<file path="src/rtl/fifo_pkg.sv">
// -----------------------------------------------------------------------------
// fifo_pkg
// Shared constants and types for the 8-entry x 64-bit FIFO (fifo8x64) and its
// head-select mux (mux81).
//   FIFO_DEPTH / FIFO_WIDTH : storage geometry (8 x 64)
//   FIFO_PTR_W              : read/write pointer width (3 bits, wraps 7 -> 0)
//   FIFO_CNT_W              : occupancy counter width (4 bits, 0..8)
//   fifo_op_e               : per-cycle operation {push, pop}
//   ptr_next()              : pointer increment with natural wrap
// -----------------------------------------------------------------------------
package fifo_pkg;

    localparam int FIFO_DEPTH = 8;
    localparam int FIFO_WIDTH = 64;
    localparam int FIFO_PTR_W = 3;
    localparam int FIFO_CNT_W = 4;

    // Encoding is {push, pop} so the top can build it by concatenation.
    typedef enum logic [1:0] {
        FIFO_OP_IDLE = 2'b00,
        FIFO_OP_POP  = 2'b01,
        FIFO_OP_PUSH = 2'b10,
        FIFO_OP_BOTH = 2'b11
    } fifo_op_e;

    // Pointer width equals log2(depth), so the 3-bit add wraps 7 -> 0 for free.
    function automatic logic [FIFO_PTR_W-1:0] ptr_next(input logic [FIFO_PTR_W-1:0] ptr);
        return ptr + 3'd1;
    endfunction

endpackage

</file>
<file path="src/rtl/fifo8x64_mux81.sv">
// -----------------------------------------------------------------------------
// mux81
// 8:1 keyed selector. Returns data[key]; any key outside 0..7 returns
// default_data (unreachable with a 3-bit key, kept as a safe fallback).
// Ports:
//   key          in  [2:0]      entry select
//   data         in  [7:0][W-1] candidate words
//   default_data in  [W-1:0]    value for an unmatched key
//   sel_data     out [W-1:0]    selected word (combinational)
// -----------------------------------------------------------------------------
module mux81
    import fifo_pkg::*;
#(
    parameter int W = FIFO_WIDTH
) (
    input  logic [FIFO_PTR_W-1:0] key,
    input  logic [7:0][W-1:0]     data,
    input  logic [W-1:0]          default_data,
    output logic [W-1:0]          sel_data
);

    // Key-driven word select.
    always_comb begin
        sel_data = default_data;
        case (key)
            3'd0:    sel_data = data[0];
            3'd1:    sel_data = data[1];
            3'd2:    sel_data = data[2];
            3'd3:    sel_data = data[3];
            3'd4:    sel_data = data[4];
            3'd5:    sel_data = data[5];
            3'd6:    sel_data = data[6];
            3'd7:    sel_data = data[7];
            default: sel_data = default_data;
        endcase
    end

endmodule

</file>
<file path="src/rtl/fifo8x64.sv">
// -----------------------------------------------------------------------------
// fifo8x64
// 8-entry x 64-bit synchronous first-word-fall-through FIFO with valid/ready
// handshakes on both sides, synchronous flush and synchronous active-high reset.
//
// Optional feature (compile-time macro FIFO8X64_BYPASS_EN):
//   When defined, an empty FIFO forwards in_data straight to out_data in the
//   same cycle. If the consumer takes it, nothing is stored; otherwise it is
//   written as an ordinary push. When undefined, out_valid depends on
//   registered state only and a word into an empty FIFO shows up one cycle
//   after the push.
//
// Ports:
//   clk        in        single clock, rising edge
//   rst        in        synchronous active-high reset (overrides everything)
//   flush      in        synchronous clear of all entries (beats push/pop)
//   in_valid   in        producer offers in_data
//   in_ready   out       FIFO accepts a push this cycle (not full)
//   in_data    in  [63:0] push data
//   out_valid  out       out_data holds the head entry
//   out_ready  in        consumer takes the head this cycle
//   out_data   out [63:0] head entry, 0 while out_valid is 0
//   count      out [3:0] occupancy 0..8
// -----------------------------------------------------------------------------
module fifo8x64
    import fifo_pkg::*;
#(
    parameter int WIDTH = FIFO_WIDTH,
    parameter int DEPTH = FIFO_DEPTH
) (
    input  logic                  clk,
    input  logic                  rst,
    input  logic                  flush,
    input  logic                  in_valid,
    output logic                  in_ready,
    input  logic [WIDTH-1:0]      in_data,
    output logic                  out_valid,
    input  logic                  out_ready,
    output logic [WIDTH-1:0]      out_data,
    output logic [FIFO_CNT_W-1:0] count
);

    localparam logic [FIFO_CNT_W-1:0] CNT_FULL  = FIFO_CNT_W'(DEPTH);
    localparam logic [FIFO_CNT_W-1:0] CNT_EMPTY = 4'd0;

    // Storage is deliberately not reset: out_data masking hides stale words.
    logic [DEPTH-1:0][WIDTH-1:0] mem_r;
    logic [FIFO_PTR_W-1:0]       wr_ptr_r;
    logic [FIFO_PTR_W-1:0]       rd_ptr_r;
    logic [FIFO_CNT_W-1:0]       count_r;

    logic                        empty_s;
    logic                        full_s;
    logic                        bypass_s;
    logic                        push_s;
    logic                        pop_s;
    fifo_op_e                    op_s;
    logic [WIDTH-1:0]            head_data_s;

    // Head-of-queue select, keyed by the read pointer.
    mux81 #(
        .W (WIDTH)
    ) u_head_mux (
        .key          (rd_ptr_r),
        .data         (mem_r),
        .default_data ({WIDTH{1'b0}}),
        .sel_data     (head_data_s)
    );

    // Status flags and handshake qualification.
    always_comb begin
        empty_s  = (count_r == CNT_EMPTY);
        full_s   = (count_r == CNT_FULL);
`ifdef FIFO8X64_BYPASS_EN
        bypass_s = empty_s & in_valid;
`else
        bypass_s = 1'b0;
`endif
        in_ready  = ~full_s;
        out_valid = ~empty_s | bypass_s;
        // A pop only ever comes from stored data; a bypassed word that the
        // consumer takes is neither stored nor popped.
        pop_s  = ~empty_s & out_ready;
        // in_ready looks at registered count only, so a full FIFO refuses
        // the push even when a pop frees a slot in the same cycle.
        push_s = in_valid & ~full_s & ~(bypass_s & out_ready);
        op_s   = fifo_op_e'({push_s, pop_s});
    end

    // Output data: bypassed word, stored head, or zero when nothing is valid.
    always_comb begin
        out_data = {WIDTH{1'b0}};
        if (bypass_s) begin
            out_data = in_data;
        end else if (!empty_s) begin
            out_data = head_data_s;
        end else begin
            out_data = {WIDTH{1'b0}};
        end
    end

    assign count = count_r;

    // Pointer and occupancy registers; rst outranks flush, flush outranks traffic.
    always_ff @(posedge clk) begin
        if (rst) begin
            wr_ptr_r <= 3'd0;
            rd_ptr_r <= 3'd0;
            count_r  <= 4'd0;
        end else if (flush) begin
            wr_ptr_r <= 3'd0;
            rd_ptr_r <= 3'd0;
            count_r  <= 4'd0;
        end else begin
            case (op_s)
                FIFO_OP_PUSH: begin
                    wr_ptr_r <= ptr_next(wr_ptr_r);
                    count_r  <= count_r + 4'd1;
                end
                FIFO_OP_POP: begin
                    rd_ptr_r <= ptr_next(rd_ptr_r);
                    count_r  <= count_r - 4'd1;
                end
                FIFO_OP_BOTH: begin
                    wr_ptr_r <= ptr_next(wr_ptr_r);
                    rd_ptr_r <= ptr_next(rd_ptr_r);
                end
                default: begin
                    wr_ptr_r <= wr_ptr_r;
                    rd_ptr_r <= rd_ptr_r;
                    count_r  <= count_r;
                end
            endcase
        end
    end

    // Entry write; suppressed whenever reset or flush discards the push.
    always_ff @(posedge clk) begin
        if (!rst && !flush && push_s) begin
            mem_r[wr_ptr_r] <= in_data;
        end
    end

endmodule

</file>
<file path="config.mk">
export PLATFORM = sky130hd
export DESIGN_NAME = fifo8x64
export DESIGN_NICKNAME = d
export VERILOG_FILES = /design/src/rtl/fifo_pkg.sv /design/src/rtl/fifo8x64_mux81.sv /design/src/rtl/fifo8x64.sv
export SDC_FILE = /design/constraint.sdc
export NUM_CORES = 1
export LEC_CHECK = 0
export BUFFER_PORTS_ARGS = -buffer_cell sky130_fd_sc_hd__buf_4
export CAP_MARGIN = 15
export CORE_ASPECT_RATIO = 1.75
export CORE_UTILIZATION = 34
export DETAILED_ROUTE_END_ITERATION = 16
export PLACE_DENSITY = 0.55
export SLEW_MARGIN = 15
export SYNTH_ARGS = -nofsm -noshare
export SYNTH_HDL_FRONTEND = slang
export SYNTH_HIERARCHICAL = 1
export SYNTH_SLANG_ARGS = --single-unit
</file>
<file path="constraint.sdc">
create_clock -name clk -period 13.63 [get_ports clk]
set_input_delay 1.363 -clock clk [delete_from_list [all_inputs] [get_ports clk]]
set_output_delay 1.363 -clock clk [all_outputs]
set_load 0.02 [all_outputs]
</file>
# [Word-level counts from Yosys, hierarchy flattened]
# Index checks and enable logic that the tools add are counted.
# W data, S select, Z words.
[op_classes] n_lt_le_gt_ge=2 addsub=4 n_reduce_logical=11 eq_ne=11 mux=6 n_bitwise=4
[op_table] cell="$bwmux W512" count=1
[op_table] cell="$pmux W64 S8" count=1
[op_table] cell="$demux W64 S3" count=1
[op_table] cell="$mux W64" count=2
[op_table] cell="$eq A3 B3 Y1 const B" count=4
[op_table] cell="$pmux W4 S2" count=1
[op_table] cell="$add A3 B1 Y3 const B" count=2
[op_table] cell="$eq A3 B2 Y1 const B" count=2
[op_table] cell="$reduce_or A2 Y1" count=3
[op_table] cell="$add A4 B1 Y4 const B" count=1
[op_table] cell="$eq A2 B2 Y1 const B" count=2
[op_table] cell="$eq A4 B4 Y1 const B" count=1
[op_table] cell="$logic_not A4 Y1" count=1
[op_table] cell="$lt A3 B4 Y1 const B" count=1
[op_table] cell="$sub A4 B1 Y4 const B" count=1
[op_table] cell="$eq A3 B1 Y1 const B" count=1
[op_table] cell="$ge A3 B1 Y1 const B" count=1
[op_table] cell="$logic_and A1 B1 Y1" count=3
[op_table] cell="$logic_not A3 Y1" count=1
[op_table] cell="$and A1 B1 Y1" count=2
[op_table] cell="$eq A2 B1 Y1 const B" count=1
[op_table] cell="$logic_not A1 Y1" count=2
[op_table] cell="$not A1 Y1" count=2
[op_table] cell="$reduce_bool A2 Y1" count=1
[word_totals] inputBits=69 reg_bits=522

# [Longest topological paths before layout]
[depth] ltp_word=5 depth_mapped=11 depth_no_buf=8

# [Modules after synthesis]
# Netlist, hierarchy kept.
[modules_own_cells] mod="fifo8x64" n_inst=1 area_each_um2=16460.8 cells_each=663
[modules_own_cells] mod="mux81" n_inst=1 area_each_um2=4354.2 cells_each=605

# [Least setup slack after synthesis]
# No wires, ideal clock.
[synth_path] path_type="input port to flip-flop" start="in flush" end="reg mem_r[0] (netlist name) (enable)" t_required_ns=13.065 slack_ns=6.505 setup_ns=0.565 cell_stages=4 path_buffers=1 t_arrival_ns=6.561 path_cell_list="or2_2 clkbuf_1 or3_1 nor3_1"
[synth_via] elab_chain_len=3
[synth_rtl] item="start, declared" line_no="fifo8x64.sv:33" rtl="input logic flush,"
[synth_rtl] item="$logic_not A1 Y1" line_no="fifo8x64.sv:139" rtl="if (!rst && !flush && push_s) begin"
[synth_rtl] item="$logic_and A1 B1 Y1 (2 in a row)" line_no="fifo8x64.sv:139"
[synth_rtl] item="end signal, assigned by index" line_no="fifo8x64.sv:140" rtl="mem_r[wr_ptr_r] <= in_data;"
[synth_rtl] item="end, declared" line_no="fifo8x64.sv:47" rtl="logic [DEPTH-1:0][WIDTH-1:0] mem_r;"
# No other way between the ends.
# A chain may end at the register's enable or synchronous reset.

# [Final worst setup path]
[layout_path] start="reg rd_ptr_r[1]" end="out out_data[19]"
[layout_via] elab_chain_len=3 elab_cells_between_ends=10
[layout_rtl] item="start, declared" line_no="fifo8x64.sv:49" rtl="logic [FIFO_PTR_W-1:0] rd_ptr_r;"
[layout_rtl] item="start signal, assigned" line_no="fifo8x64.sv:121" rtl="rd_ptr_r <= ptr_next(rd_ptr_r);"
[layout_rtl] item="start signal, assigned" line_no="fifo8x64.sv:126" rtl="rd_ptr_r <= ptr_next(rd_ptr_r);"
[layout_rtl] item="start signal, assigned" line_no="fifo8x64.sv:130" rtl="rd_ptr_r <= rd_ptr_r;"
[layout_rtl] item="$eq A3 B3 Y1, or another cell as far along" line_no="fifo8x64_mux81.sv:25" rtl="case (key)"
[layout_rtl] item="$pmux W64 S8 *" line_no="fifo8x64_mux81.sv:25"
[layout_rtl] item="net head_data_s[19]" line_no="fifo8x64.sv:58" rtl="logic [WIDTH-1:0] head_data_s;"
[layout_rtl] item="$mux W64 *" line_no="fifo8x64.sv:95" rtl="end else if (!empty_s) begin"
[layout_rtl] item="end, declared" line_no="fifo8x64.sv:39" rtl="output logic [WIDTH-1:0] out_data,"
# Mark *: on every way through the listed nets, which the timed path passes. The rest lies on a longest branch.

==> run_results.csv <==
group,metric,value,unit
sta,tightest_slew,1.06,ns
sta,post-route-period-util,38.0,%
sta,whs,0.557,ns
placement,numPortBuffers,138,
setup_path,critPathLaunchType,"register",
die,start_util,34.5,%
clocking,clockRootBuffer,"clkbuf_16",
detailed_routing,wl,51.7,mm
finish,nFillCells,5469,
clocking,insertion_delay,0.57,ns
logic_synthesis,syn_inst,1267,
finish,area_growth,15.9,%
sta,min_period,5.18,ns
global_route,grt_usage,16.6,%
finish,layout-drive-gt1-share,24.4,%
setup_path,cp_max_fo,80,
finish,post-route-util,40.0,%
sta,fmaxAchievable,0.193,GHz
setup_path,worstSetupPathType,"register to primary output",
logic_synthesis,synthesis.area,0.0208,mm^2
clocking,cts_buffers,47,
power_and_ir_drop,p_per_area,133,mW/mm^2
setup_path,crit_top_cell,"buf_4",
setup_path,worst_setup_path_end_kind,"primary output",
die,row_count,119,
placement,dpl.cell_count,2124,
clocking,cts_tree,"yes",
setup_path,cp.buffers_inverters,2,
power_and_ir_drop,ir_drop,0.0000856,V
setup_path,slowest_stage,"or3_4",
clocking,path_clk_slew,0.06,ns
finish,fin_cells,2209,
detailed_routing,vias,11400,
detailed_routing,drtAntennaViolNets,0,
detailed_routing,viasPerCell,5.16,
sta,finalSetupTns,0,ns
detailed_routing,drt_pass1_iterations,5,
detailed_routing,drt-initial-drc-count,800,
sta,relSlewSlack,29.1,%
die,die_h,329,um
placement,place_ws,8.96,ns
setup_path,cp_top_family,"simple AND/OR/NAND/NOR gates",
global_route,grt_pass1_vias,11900,
logic_synthesis,yosysWarnings,6,
run_status,status,"completed",
finish,nets,1460,
setup_path,required,12.27,ns
global_route,grt_start_max_net_pins,81,
placement,hpwl,28.4,mm
setup_path,arrival,3.82,ns
sta,rsz0062_at_grt,"false",
sta,skew,0.0124,ns
clocking,cts_max_level,2,
detailed_routing,avgRoutedWirePerCell,23.4,um
clocking,cts_setup_buffers,0,
power_and_ir_drop,p_leak,7.66,nW
sta,finalHoldViolations,0,
die,fp.dieArea,0.0622,mm^2
clocking,ctsLongestPathBuffers,3,
sta,finalSetupViolations,0,
logic_synthesis,syn_nets,1340,
die,die_w,189,um
sta,drv_slew,0,
clocking,hold_buffers,0,
setup_path,worst_path_largest_cell_delay,0.98,ns
job,drv_cap,0,
clocking,cts_resized,0,
global_route,overflow,0,
sta,postLayoutSetupSlackWorst,8.45,ns
setup_path,cp_cell_sequence,"buf_4 > or3_4 > nor2_1 > a31oi_1 > nor2b_1 > buf_4",
global_route,grt_pass1_wl,76.5,mm
global_route,antenna_found_initial,5,
die,io_pins,139,
die,coreArea,0.0603,mm^2
hold_path,hold_class,"register to register",
logic_synthesis,synth_area_per_cell,16.4,um^2
placement,place.gp.congestion,0.754,
clocking,cts.sinks,522,
detailed_routing,route.detailed.drc,0,
-- sequential cells by signal, summed over array words and instances (netlist names) --
signal,count
mem_r,512
wr_ptr_r,3
count,4
rd_ptr_r,3
-- stage by stage --
stage	total power, W	cell area, um^2
2_1_floorplan	0.00187	20800
3_3_place_gp	0.00195	22600
3_5_place_dp	0.00195	22600
4_1_cts	0.00324	24100
5_1_grt	0.00330	24100
6_report	0.00320	24100
-- area by class of cell --
| type | instances | area [um^2] | area share, % |
|---|---|---|---|
| well taps | 786 | 983 | 4.08 |
| inverters | 21 | 78.8 | 0.327 |
| repair buffers | 160 | 1220 | 5.06 |
| multi-input cells | 635 | 4770 | 19.8 |
| diodes | 1 | 2.50 | 0.0104 |
| clock buffers | 56 | 1230 | 5.11 |
| clock inverters | 28 | 240 | 0.996 |
| flip-flops and latches | 522 | 15600 | 64.6 |
-- where the power goes --
group | total (W) | leakage [nW] | internal [W] | switching, W
sequential | 0.00177 | 4.70 | 0.00177 | 0.00000496
combinational | 0.000139 | 2.25 | 0.0000504 | 0.0000882
clock | 0.00129 | 0.718 | 0.000719 | 0.000569
-- placed cells by master, fill, tap and decap left out, types with 4 or more instances in the layout --
master     count
clkbuf_16     48
clkinv_1      14
o32ai_1        8
o2bb2ai_1      8
nor2_1        61
o32a_1         8
inv_1         21
nor2_4         8
nand2_1       20
buf_4        159
ha_1           4
a21bo_2       50
clkbuf_1       8
nor2b_1       65
xor2_1         5
dfxtp_1        7
mux2i_1       22
bufinv_16      4
o211ai_1      50
a31oi_1       51
or2b_1         4
a22oi_1      103
nand2b_1      61
clkinv_2       7
mux2_2        52
a221oi_1      11
edfxtp_1     512
-- layer usage --
| layer | track usage (%) | vias to the layer above | share of wire, % |
|---|---|---|---|
| met1 | 19.8 | 5812 | 40 |
| li1 | - | 5210 | - |
| met2 | 29.9 | 290 | 52 |
| met3 | 2.71 | 87 | 4.8 |
| met4 | 5.89 | 8 | 2.7 |
| met5 | 0 | - | 0.11 |
-- worst paths after layout --
| path | to | slack, ns | from | cells past startpoint |
|---|---|---|---|---|
| min reg2reg | wr_ptr_r[2] | 0.56 | wr_ptr_r[2] | 2 |
| max | out_data[19] | 8.45 | rd_ptr_r[1] | 6 |
| max reg2reg | mem_r[159] | 10.15 | count[1] | 5 |
| min | wr_ptr_r[2] | 0.56 | wr_ptr_r[2] | 2 |
-- worst register-to-register path: stages (launching register included) --
cell and delay (ns):
dfxtp_1 0.57, or4b_1 0.32, nand2_1 0.18, or3_1 0.54
nor2_4 0.74, buf_4 0.75
No activity file was read; power rests on OpenSTA's default activity.
